==> src/rtl/reorder_buffer_pkg.sv <==
`default_nettype none
// ============================================================================
//  Module      : reorder_buffer_pkg
//  Description : Shared sizing constants and the canonical ROB entry type
//                used by the reorder buffer and its neighbours (dispatch,
//                execution buffer, free list).
//  Contents    : NUM_D_REG / NUM_S_REG  - physical register file depths
//                ROB_SIZE               - default number of ROB entries
//                PHYS_D_W / PHYS_S_W    - physical register index widths
//                ROB_ADDR_W             - ROB slot index width carried by ops
//                rob_entry              - packed entry at default widths
//  Revision    : 1.0 - initial release
// ============================================================================
package reorder_buffer_pkg;

  localparam int NUM_D_REG  = 64;
  localparam int NUM_S_REG  = 32;
  localparam int ROB_SIZE   = 16;

  localparam int PHYS_D_W   = $clog2(NUM_D_REG);
  localparam int PHYS_S_W   = $clog2(NUM_S_REG);

  // Width of the slot index that travels with an op through the execution
  // buffer and comes back on completion.
  localparam int ROB_ADDR_W = $clog2(ROB_SIZE);

  typedef struct packed {
    logic                valid;
    logic                done;
    logic                write_dst;
    logic [PHYS_D_W-1:0] rw_addr;
    logic [PHYS_D_W-1:0] prev_rw_addr;
    logic [PHYS_S_W-1:0] rs_addr;
    logic [PHYS_S_W-1:0] prev_rs_addr;
  } rob_entry;

endpackage : reorder_buffer_pkg
`default_nettype wire

==> src/rtl/reorder_buffer_if.sv <==
`default_nettype none
// ============================================================================
//  Module      : reorder_buffer_if
//  Description : Bundle of the dispatch (alloc), writeback (complete),
//                retirement (commit), flush and occupancy signals of the
//                reorder buffer.
//  Modports    : master - dispatch/writeback/retire side: drives alloc_*,
//                         complete_*, flush; observes ready, commit_*, count
//                slave  - the reorder buffer itself
//  Parameters  : L   - number of ROB entries (power of 2, >= 2)
//                D_W - physical D-register index width
//                S_W - physical S-register index width
//  Revision    : 1.0 - initial release
// ============================================================================
interface reorder_buffer_if
  import reorder_buffer_pkg::*;
#(
  parameter int L   = ROB_SIZE,
  parameter int D_W = PHYS_D_W,
  parameter int S_W = PHYS_S_W
);

  // allocate (dispatch)
  logic                 alloc_valid;
  logic                 alloc_ready;
  logic [$clog2(L)-1:0] alloc_rob_addr;
  logic                 alloc_write_dst;
  logic [D_W-1:0]       alloc_rw_addr;
  logic [D_W-1:0]       alloc_prev_rw_addr;
  logic [S_W-1:0]       alloc_rs_addr;
  logic [S_W-1:0]       alloc_prev_rs_addr;

  // complete (writeback)
  logic                 complete_valid;
  logic [$clog2(L)-1:0] complete_rob_addr;

  // squash
  logic                 flush;

  // commit (retirement)
  logic                 commit_valid;
  logic [$clog2(L)-1:0] commit_rob_addr;
  logic                 commit_write_dst;
  logic [D_W-1:0]       commit_rw_addr;
  logic [D_W-1:0]       commit_prev_rw_addr;
  logic [S_W-1:0]       commit_rs_addr;
  logic [S_W-1:0]       commit_prev_rs_addr;

  // occupancy
  logic [$clog2(L):0]   count;

  modport master (
    output alloc_valid, alloc_write_dst, alloc_rw_addr, alloc_prev_rw_addr,
           alloc_rs_addr, alloc_prev_rs_addr,
           complete_valid, complete_rob_addr, flush,
    input  alloc_ready, alloc_rob_addr,
           commit_valid, commit_rob_addr, commit_write_dst, commit_rw_addr,
           commit_prev_rw_addr, commit_rs_addr, commit_prev_rs_addr, count
  );

  modport slave (
    input  alloc_valid, alloc_write_dst, alloc_rw_addr, alloc_prev_rw_addr,
           alloc_rs_addr, alloc_prev_rs_addr,
           complete_valid, complete_rob_addr, flush,
    output alloc_ready, alloc_rob_addr,
           commit_valid, commit_rob_addr, commit_write_dst, commit_rw_addr,
           commit_prev_rw_addr, commit_rs_addr, commit_prev_rs_addr, count
  );

endinterface : reorder_buffer_if
`default_nettype wire

==> src/rtl/reorder_buffer.sv <==
`default_nettype none
// ============================================================================
//  Module      : reorder_buffer
//  Description : Circular buffer tracking in-flight instructions in program
//                order. Dispatch allocates a slot at the tail, writeback marks
//                a slot done, and the head retires in order (one per cycle)
//                presenting the previous physical mappings for reclamation.
//  Ports       : clk   - clock, rising edge
//                rst_n - synchronous active-low reset
//                rob   - reorder_buffer_if.slave (alloc / complete / flush /
//                        commit / count)
//  Parameters  : L   - number of entries, power of 2 and >= 2
//                D_W - physical D-register index width
//                S_W - physical S-register index width
//  Revision    : 1.0 - initial release
// ============================================================================
module reorder_buffer
  import reorder_buffer_pkg::*;
#(
  parameter int L   = ROB_SIZE,
  parameter int D_W = PHYS_D_W,
  parameter int S_W = PHYS_S_W
)(
  input  logic            clk,
  input  logic            rst_n,
  reorder_buffer_if.slave rob
);

  localparam int IW = $clog2(L);
  localparam int PW = IW + 1;   // pointer carries a wrap bit above the index

  // Payload lives in a plain array without reset; valid/done are the only
  // bits that need clearing and are kept as flat vectors for that reason.
  typedef struct packed {
    logic           write_dst;
    logic [D_W-1:0] rw_addr;
    logic [D_W-1:0] prev_rw_addr;
    logic [S_W-1:0] rs_addr;
    logic [S_W-1:0] prev_rs_addr;
  } payload_t;

  payload_t       payload_q [L];
  logic [L-1:0]   valid_q;
  logic [L-1:0]   done_q;
  logic [PW-1:0]  head_q;
  logic [PW-1:0]  tail_q;

  logic [IW-1:0]  head_idx;
  logic [IW-1:0]  tail_idx;
  logic           full;
  logic           do_alloc;
  logic           do_complete;
  logic           do_commit;

  assign head_idx = head_q[IW-1:0];
  assign tail_idx = tail_q[IW-1:0];

  // Full when indices match but the wrap bits differ. Derived from
  // registered pointers only, so a retirement this cycle frees space
  // for dispatch starting next cycle.
  assign full        = (head_idx == tail_idx) && (head_q[IW] != tail_q[IW]);

  assign do_alloc    = rob.alloc_valid & ~full & ~rob.flush;
  assign do_complete = rob.complete_valid & ~rob.flush & valid_q[rob.complete_rob_addr];
  assign do_commit   = ~rob.flush & valid_q[head_idx] & done_q[head_idx];

  // ---------------------------------------------------------------- outputs
  assign rob.alloc_ready         = ~full;
  assign rob.alloc_rob_addr      = tail_idx;
  assign rob.count               = tail_q - head_q;

  assign rob.commit_valid        = do_commit;
  assign rob.commit_rob_addr     = head_idx;
  assign rob.commit_write_dst    = payload_q[head_idx].write_dst;
  assign rob.commit_rw_addr      = payload_q[head_idx].rw_addr;
  assign rob.commit_prev_rw_addr = payload_q[head_idx].prev_rw_addr;
  assign rob.commit_rs_addr      = payload_q[head_idx].rs_addr;
  assign rob.commit_prev_rs_addr = payload_q[head_idx].prev_rs_addr;

  // ------------------------------------------------- pointers and status bits
  always_ff @(posedge clk) begin
    if (!rst_n) begin
      head_q  <= '0;
      tail_q  <= '0;
      valid_q <= '0;
      done_q  <= '0;
    end else if (rob.flush) begin
      head_q  <= '0;
      tail_q  <= '0;
      valid_q <= '0;
      done_q  <= '0;
    end else begin
      // Order matters: a completion aimed at the head that is retiring in
      // the same cycle must not leave a stale done bit behind, so the
      // commit clear is written after it. Alloc never targets a valid slot
      // (tail slot is free whenever alloc is accepted), so it cannot
      // collide with either.
      if (do_complete) begin
        done_q[rob.complete_rob_addr] <= 1'b1;
      end
      if (do_commit) begin
        valid_q[head_idx] <= 1'b0;
        done_q[head_idx]  <= 1'b0;
        head_q            <= head_q + PW'(1);
      end
      if (do_alloc) begin
        valid_q[tail_idx] <= 1'b1;
        done_q[tail_idx]  <= 1'b0;
        tail_q            <= tail_q + PW'(1);
      end
    end
  end

  // ------------------------------------------------------------ payload RAM
  always_ff @(posedge clk) begin
    if (rst_n && do_alloc) begin
      payload_q[tail_idx] <= '{
        write_dst:    rob.alloc_write_dst,
        rw_addr:      rob.alloc_rw_addr,
        prev_rw_addr: rob.alloc_prev_rw_addr,
        rs_addr:      rob.alloc_rs_addr,
        prev_rs_addr: rob.alloc_prev_rs_addr
      };
    end
  end

endmodule : reorder_buffer
`default_nettype wire

==> src/flat_wrapper.sv <==
// flat-port wrapper written by rule: the top's interface ports become plain ports
module reorder_buffer_flat import reorder_buffer_pkg::*;
#(
  parameter int L   = ROB_SIZE,
  parameter int D_W = PHYS_D_W,
  parameter int S_W = PHYS_S_W
)
  (clk, rst_n, rob_alloc_valid, rob_alloc_write_dst, rob_alloc_rw_addr, rob_alloc_prev_rw_addr, rob_alloc_rs_addr, rob_alloc_prev_rs_addr, rob_complete_valid, rob_complete_rob_addr, rob_flush, rob_alloc_ready, rob_alloc_rob_addr, rob_commit_valid, rob_commit_rob_addr, rob_commit_write_dst, rob_commit_rw_addr, rob_commit_prev_rw_addr, rob_commit_rs_addr, rob_commit_prev_rs_addr, rob_count);
  reorder_buffer_if #(.L(L), .D_W(D_W), .S_W(S_W)) rob_i ();
  input  logic clk;
  input  logic rst_n;
  input wire logic [$bits(rob_i.alloc_valid)-1:0] rob_alloc_valid;
  input wire logic [$bits(rob_i.alloc_write_dst)-1:0] rob_alloc_write_dst;
  input wire logic [$bits(rob_i.alloc_rw_addr)-1:0] rob_alloc_rw_addr;
  input wire logic [$bits(rob_i.alloc_prev_rw_addr)-1:0] rob_alloc_prev_rw_addr;
  input wire logic [$bits(rob_i.alloc_rs_addr)-1:0] rob_alloc_rs_addr;
  input wire logic [$bits(rob_i.alloc_prev_rs_addr)-1:0] rob_alloc_prev_rs_addr;
  input wire logic [$bits(rob_i.complete_valid)-1:0] rob_complete_valid;
  input wire logic [$bits(rob_i.complete_rob_addr)-1:0] rob_complete_rob_addr;
  input wire logic [$bits(rob_i.flush)-1:0] rob_flush;
  output wire logic [$bits(rob_i.alloc_ready)-1:0] rob_alloc_ready;
  output wire logic [$bits(rob_i.alloc_rob_addr)-1:0] rob_alloc_rob_addr;
  output wire logic [$bits(rob_i.commit_valid)-1:0] rob_commit_valid;
  output wire logic [$bits(rob_i.commit_rob_addr)-1:0] rob_commit_rob_addr;
  output wire logic [$bits(rob_i.commit_write_dst)-1:0] rob_commit_write_dst;
  output wire logic [$bits(rob_i.commit_rw_addr)-1:0] rob_commit_rw_addr;
  output wire logic [$bits(rob_i.commit_prev_rw_addr)-1:0] rob_commit_prev_rw_addr;
  output wire logic [$bits(rob_i.commit_rs_addr)-1:0] rob_commit_rs_addr;
  output wire logic [$bits(rob_i.commit_prev_rs_addr)-1:0] rob_commit_prev_rs_addr;
  output wire logic [$bits(rob_i.count)-1:0] rob_count;
  assign rob_i.alloc_valid = rob_alloc_valid;
  assign rob_i.alloc_write_dst = rob_alloc_write_dst;
  assign rob_i.alloc_rw_addr = rob_alloc_rw_addr;
  assign rob_i.alloc_prev_rw_addr = rob_alloc_prev_rw_addr;
  assign rob_i.alloc_rs_addr = rob_alloc_rs_addr;
  assign rob_i.alloc_prev_rs_addr = rob_alloc_prev_rs_addr;
  assign rob_i.complete_valid = rob_complete_valid;
  assign rob_i.complete_rob_addr = rob_complete_rob_addr;
  assign rob_i.flush = rob_flush;
  assign rob_alloc_ready = rob_i.alloc_ready;
  assign rob_alloc_rob_addr = rob_i.alloc_rob_addr;
  assign rob_commit_valid = rob_i.commit_valid;
  assign rob_commit_rob_addr = rob_i.commit_rob_addr;
  assign rob_commit_write_dst = rob_i.commit_write_dst;
  assign rob_commit_rw_addr = rob_i.commit_rw_addr;
  assign rob_commit_prev_rw_addr = rob_i.commit_prev_rw_addr;
  assign rob_commit_rs_addr = rob_i.commit_rs_addr;
  assign rob_commit_prev_rs_addr = rob_i.commit_prev_rs_addr;
  assign rob_count = rob_i.count;
  reorder_buffer #(.L(L), .D_W(D_W), .S_W(S_W)) u_core (.clk(clk), .rst_n(rst_n), .rob(rob_i));
endmodule
==> config.mk <==
export PLATFORM = sky130hd
export DESIGN_NAME = reorder_buffer_flat
export DESIGN_NICKNAME = d
export VERILOG_FILES = /design/src/rtl/reorder_buffer_pkg.sv /design/src/rtl/reorder_buffer_if.sv /design/src/rtl/reorder_buffer.sv /design/src/flat_wrapper.sv
export SDC_FILE = /design/constraint.sdc
export NUM_CORES = 1
export LEC_CHECK = 0
export ABC_CLOCK_PERIOD_IN_PS = 7500
export CORE_MARGIN = 10
export CORE_UTILIZATION = 60
export DETAILED_ROUTE_END_ITERATION = 10
export MAX_ROUTING_LAYER = met4
export PLACE_DENSITY = 0.88
export SLEW_MARGIN = 20
export SYNTH_ARGS = -nofsm -noshare
export SYNTH_HDL_FRONTEND = slang
export SYNTH_SLANG_ARGS = --single-unit
==> constraint.sdc <==
create_clock -name clk -period 7.5 [get_ports clk]
set_input_delay 1.875 -clock clk [delete_from_list [all_inputs] [get_ports clk]]
set_output_delay 1.875 -clock clk [all_outputs]
set_load 0.02 [all_outputs]
After elaboration in Yosys (flattened, before gate mapping)
Memory sizes are Yosys's and may differ from the RTL's. A register that Yosys moved wholly into a read port is not among the register bits.
Cells that the tools add are included.
{ "word_totals": {"register_bits": 42, "mem_bits_rw": 368, "out_inout_bits": 38, "word_cells": 65, "mem_count": 1} }
{ "memory_table": {"columns": ["name", "words", "word_bits", "rd", "rd_ports_with_merged_regs", "write_ports", "line_no", "source"], "rows": [
  ["u_core.payload_q", 16, 23, 1, 1, 1, "reorder_buffer.sv:42", "payload_t payload_q [L];"]
]} }
{ "op_classes": {"add_sub_neg": 3, "magnitude_cmp": 6, "eq_ne": 2, "muxes": 27, "bitwise": 16, "reduce_logical": 6} }
{ "ops": {"columns": ["cell", "n"], "rows": [
  ["$mux W16", 11],
  ["$and A16 B16 Y16", 3],
  ["$not A16 Y16", 2],
  ["$or A16 B16 Y16", 2],
  ["$lt A4 B5 Y1 const B", 3],
  ["$bmux W1 S4", 3],
  ["$demux W1 S4", 3],
  ["$ge A4 B1 Y1 const B", 3],
  ["$add A5 B1 Y5 const B", 2],
  ["$mux W1", 8],
  ["$mux W4", 2],
  ["$and A1 B1 Y1", 6],
  ["$logic_and A1 B1 Y1", 5],
  ["$sub A5 B5 Y5", 1],
  ["$eq A4 B4 Y1", 1],
  ["$not A1 Y1", 3],
  ["$reduce_or A2 Y1", 1],
  ["$ne A1 B1 Y1", 1]
]} }

Longest topological paths before layout
{ "logic_depth": {"ltp_word": 14, "mapped_depth": 10, "mapped_depth_nobuf": 7} }

Worst setup path after synthesis
No wires, ideal clock.
{ "synth_path": {"path_kind": "input to output", "start": "input port rob_flush", "end": "output port rob_commit_valid", "arrival_ns": 2.719, "t_required_ns": 5.625, "setup_slack_ns": 2.906, "path_stages": 3, "n_path_buf": 0, "path_cell_list": "a211oi_1 -> nand3_1 -> a22oi_2"} }
{ "synth_between": {"elab_chain_cells": 3} }
{ "synth_rtl": {"columns": ["item", "line_no", "source"], "rows": [
  ["start: declaration", "flat_wrapper.sv:20", "input wire logic [$bits(rob_i.flush)-1:0] rob_flush;"],
  ["$not A1 Y1", "reorder_buffer.sv:65", "assign do_commit = ~rob.flush & valid_q[head_idx] & done_q[head_idx];"],
  ["$and A1 B1 Y1 (2 in a row)", "reorder_buffer.sv:65", null],
  ["end: declaration", "flat_wrapper.sv:23", "output wire logic [$bits(rob_i.commit_valid)-1:0] rob_commit_valid;"]
]} }
Every way passes these cells.

Worst setup path after layout
Ends and elaborated chain as after synthesis.

==> flow_summary.json <==
{
  "dp.final_hpwl_um": 20800,
  "fin_skew_ns": 0.0237,
  "final_layout_size_suffix_gt1_share_pct": 22.0,
  "cts_buffer_depth": 3,
  "async_reset_ff_share_pct": 0,
  "worst_ep_arrival_time_ns": 4.04,
  "cts_max_level": 2,
  "ratio_of_total_power_to_cell_area_mw_per_mm2": 240,
  "avgSynthCellArea_um2": 20.1,
  "critical_path.startpoint_type": "primary input",
  "post-cts-setup-buffer-count": 0,
  "grt_overflow_total": 0,
  "totalWireLength_um": 39900,
  "vias_per_cell": 6.74,
  "timing.hold.worst.class": "reg2reg",
  "boundaryPins": 70,
  "hold_ws_ns": 0.488,
  "yosys_warnings": 0,
  "drt-initial-drc-count": 1275,
  "worst_path_most_repeated_cell": "sky130_fd_sc_hd__clkdlybuf4s50_1",
  "setup.worst_path.end_class": "output pin",
  "routed-wl-met3_um": 3490,
  "synthDominantCellAreaShare_pct": 66.7,
  "crit_required_ns": 5.62,
  "route.met2.wl_um": 20900,
  "insertion_delay_ns": 0.54,
  "grt_first_pass_wirelength_um": 59400,
  "post_synth_edffs": 368,
  "drt_first_pass_iters": 6,
  "synth_sequential_area_ratio_pct": 72.2,
  "syn-num-nets": 868,
  "timing.max_slew.rel_slack_pct": 25.6,
  "critical_path_buf_inv_count": 2,
  "antenna_found_initial": 2,
  "clock_tree_root": "sky130_fd_sc_hd__clkbuf_16",
  "setup_viol": 0,
  "min_period_over_period_pct": 78.9,
  "via_count": 8796,
  "met1Wirelength_um": 14100,
  "nets": 947,
  "yosys_register_bits": 414,
  "library_cell_with_the_largest_summed_area_after_synthesis": "sky130_fd_sc_hd__edfxtp_1",
  "synthTopCellsByArea": "sky130_fd_sc_hd__edfxtp_1, sky130_fd_sc_hd__mux4_2, sky130_fd_sc_hd__dfxtp_1",
  "initial_utilization_pct": 61.1,
  "final-hold-violation-count": 0,
  "critical-path-top-delay-family": "buffers and inverters",
  "die_x_um": 186,
  "max-cap-violations": 0,
  "die_span_in_y_um": 186,
  "leakage_uw": 0.00574,
  "remaining_drc_errors": 0,
  "final.setup.tns_ns": 0,
  "cts.repair.resized": 0,
  "grt_setup_unrepaired": "no",
  "synth.cell_area_mm2": 0.0166,
  "vdd_ir_drop_max_mv": 0.142,
  "place_congestion": 0.995,
  "worst-slew-pin-transition_ns": 1.11,
  "result_of_the_run": "completed",
  "synth.distinct_cells": 49,
  "worstSetupPathType": "in2out",
  "timing.critical_path.slowest_stage_cell": "sky130_fd_sc_hd__clkdlybuf4s50_1",
  "cts_sinks": 414,
  "drv_slew": 0,
  "placeableCoreArea_mm2": 0.0271,
  "worst_path_largest_cell_delay_ns": 0.68,
  "finish.instance_area_mm2": 0.0189,
  "first_global_vias": 9083,
  "timing.final.crit_period_ns": 5.92,
  "drt_antenna_net_count": 0,
  "tritoncts": "yes",
  "full_die_area_mm2": 0.0347,
  "ordered_cell_list_for_the_critical_path": "clkdlybuf4s50_1, a311oi_1, nand3_2, a22oi_2, clkdlybuf4s50_1",
  "topRoutingLayerUsed": "met4",
  "largest_net_degree_at_the_start_of_global_routing": 66,
  "avgRoutedWirePerCell_um": 30.6,
  "gate_count_post_synth": 823,
  "postSynth.topFlopCell": "sky130_fd_sc_hd__edfxtp_1",
  "dpl_cell_area_mm2": 0.0176,
  "flow.area_growth_from_synthesis_pct": 13.9,
  "critPathMaxFanout": 14,
  "tritoncts.num_buffers": 39,
  "timing.fmax_mhz": 169,
  "clk_pin_slew_worst_paths_ns": 0.06,
  "port_bufs": 69,
  "placementRows": 60,
  "number_of_buffers_inserted_by_hold_repair_at_cts": 0,
  "grt.total_usage_pct": 24.4
}
-- where the power goes --
part	switching [uW]	leakage, uW	total (uW)	internal, uW
sequential	2.82	0.00368	2510	2510
clock	827	0.000604	1930	1100
combinational	59.7	0.00146	92.8	33.1
total	889	0.00574	4540	3650
-- registers in the layout, indices dropped and copies added, names as in the netlist, named ones only --
signal,count
u_core.valid_q,16
u_core.payload_q,368
u_core.done_q,16
u_core.tail_q,5
u_core.head_q,5
-- path summary, 6_finish.rpt --
path	start	end	slack [ns]	cells past startpoint
min	u_core.valid_q[13]	u_core.valid_q[13]	0.49	2
min reg2reg	u_core.valid_q[13]	u_core.valid_q[13]	0.49	2
max reg2reg	u_core.head_q[1]	u_core.payload_q[10][6]	3.25	7
max	rob_flush	rob_commit_valid	1.58	5
-- stage by stage --
step	utilization, %	power, uW	std cells	worst slack (ns)
after floorplan	-	2590	823	2.91
after global placement	65.1	2650	1233	1.65
after detailed placement	65.1	2650	1233	1.60
after CTS	69.6	4550	1304	1.59
after global routing	69.7	4640	1306	1.44
final	69.7	4540	1306	1.58
-- worst reg2reg max path, stage by stage (launching register included) --
cell	delay, ns
sky130_fd_sc_hd__dfxtp_1	1.06
sky130_fd_sc_hd__inv_1	0.41
sky130_fd_sc_hd__ha_1	0.42
sky130_fd_sc_hd__nand4_1	0.10
sky130_fd_sc_hd__o211a_1	0.52
sky130_fd_sc_hd__and3_1	0.35
sky130_fd_sc_hd__and2_1	0.62
sky130_fd_sc_hd__buf_4	0.42
-- logic make-up (layout without fill, tap and decap cells) --
kind of cell	count (synthesis)	in the layout	synth area share (%)
multiplexers	138	138	17.3
adder cells (fa/ha/maj)	13	13	1.03
AO/OA/AOI/OAI	87	87	3.60
XOR/XNOR	8	8	0.423
flip-flops	414	414	72.2
AND/OR/NAND/NOR	102	102	3.49
other	0	2	0
buffers and inverters	61	170	1.89
-- cell usage after synthesis, drive strengths merged, types with 12 or more instances --
cell type and instances:
edfxtp 368, and2 12, clkbuf 25, and3 15, mux4 119, ha 12
nand2 25, nand3 12, a21oi 21, dfxtp 46, buf 25, mux2i 18
nor2 15, a31oi 12, a2111oi 12
-- per-layer routing --
metal	track usage, %	up-vias
met5	-	-
met4	9.09	0
met3	4.13	103
met2	40.7	600
met1	29.6	4510
li1	-	3583
-- area by class of cell --
class                           count  area [um2]
Sequential cell                   414       12000
Fill cell                        1570        8220
Multi-Input combinational cell    348        4300
Clock buffer                       49        1050
Timing Repair Buffer               88         846
Tap cell                          372         465
Clock inverter                     22         188
Inverter                           11        41.3
Antenna cell                        2        5.00
-- cell usage in the layout, fill, tap and decap left out, types with 6 or more instances in the layout --
master	instances
sky130_fd_sc_hd__edfxtp_1	368
sky130_fd_sc_hd__mux4_2	119
sky130_fd_sc_hd__clkdlybuf4s50_1	69
sky130_fd_sc_hd__dfxtp_1	43
sky130_fd_sc_hd__clkbuf_16	40
sky130_fd_sc_hd__nand2_1	25
sky130_fd_sc_hd__a21oi_1	21
sky130_fd_sc_hd__mux2i_1	18
sky130_fd_sc_hd__buf_4	18
sky130_fd_sc_hd__and3_1	15
sky130_fd_sc_hd__nor2_1	13
sky130_fd_sc_hd__and2_1	12
sky130_fd_sc_hd__a31oi_1	12
sky130_fd_sc_hd__a2111oi_0	12
sky130_fd_sc_hd__ha_1	12
sky130_fd_sc_hd__clkinv_1	12
sky130_fd_sc_hd__inv_1	11
sky130_fd_sc_hd__o21ai_0	11
sky130_fd_sc_hd__nand3_1	10
sky130_fd_sc_hd__nor2b_1	8
sky130_fd_sc_hd__clkbuf_1	7
sky130_fd_sc_hd__o31ai_1	6
Power figures use the tool's default switching activity.
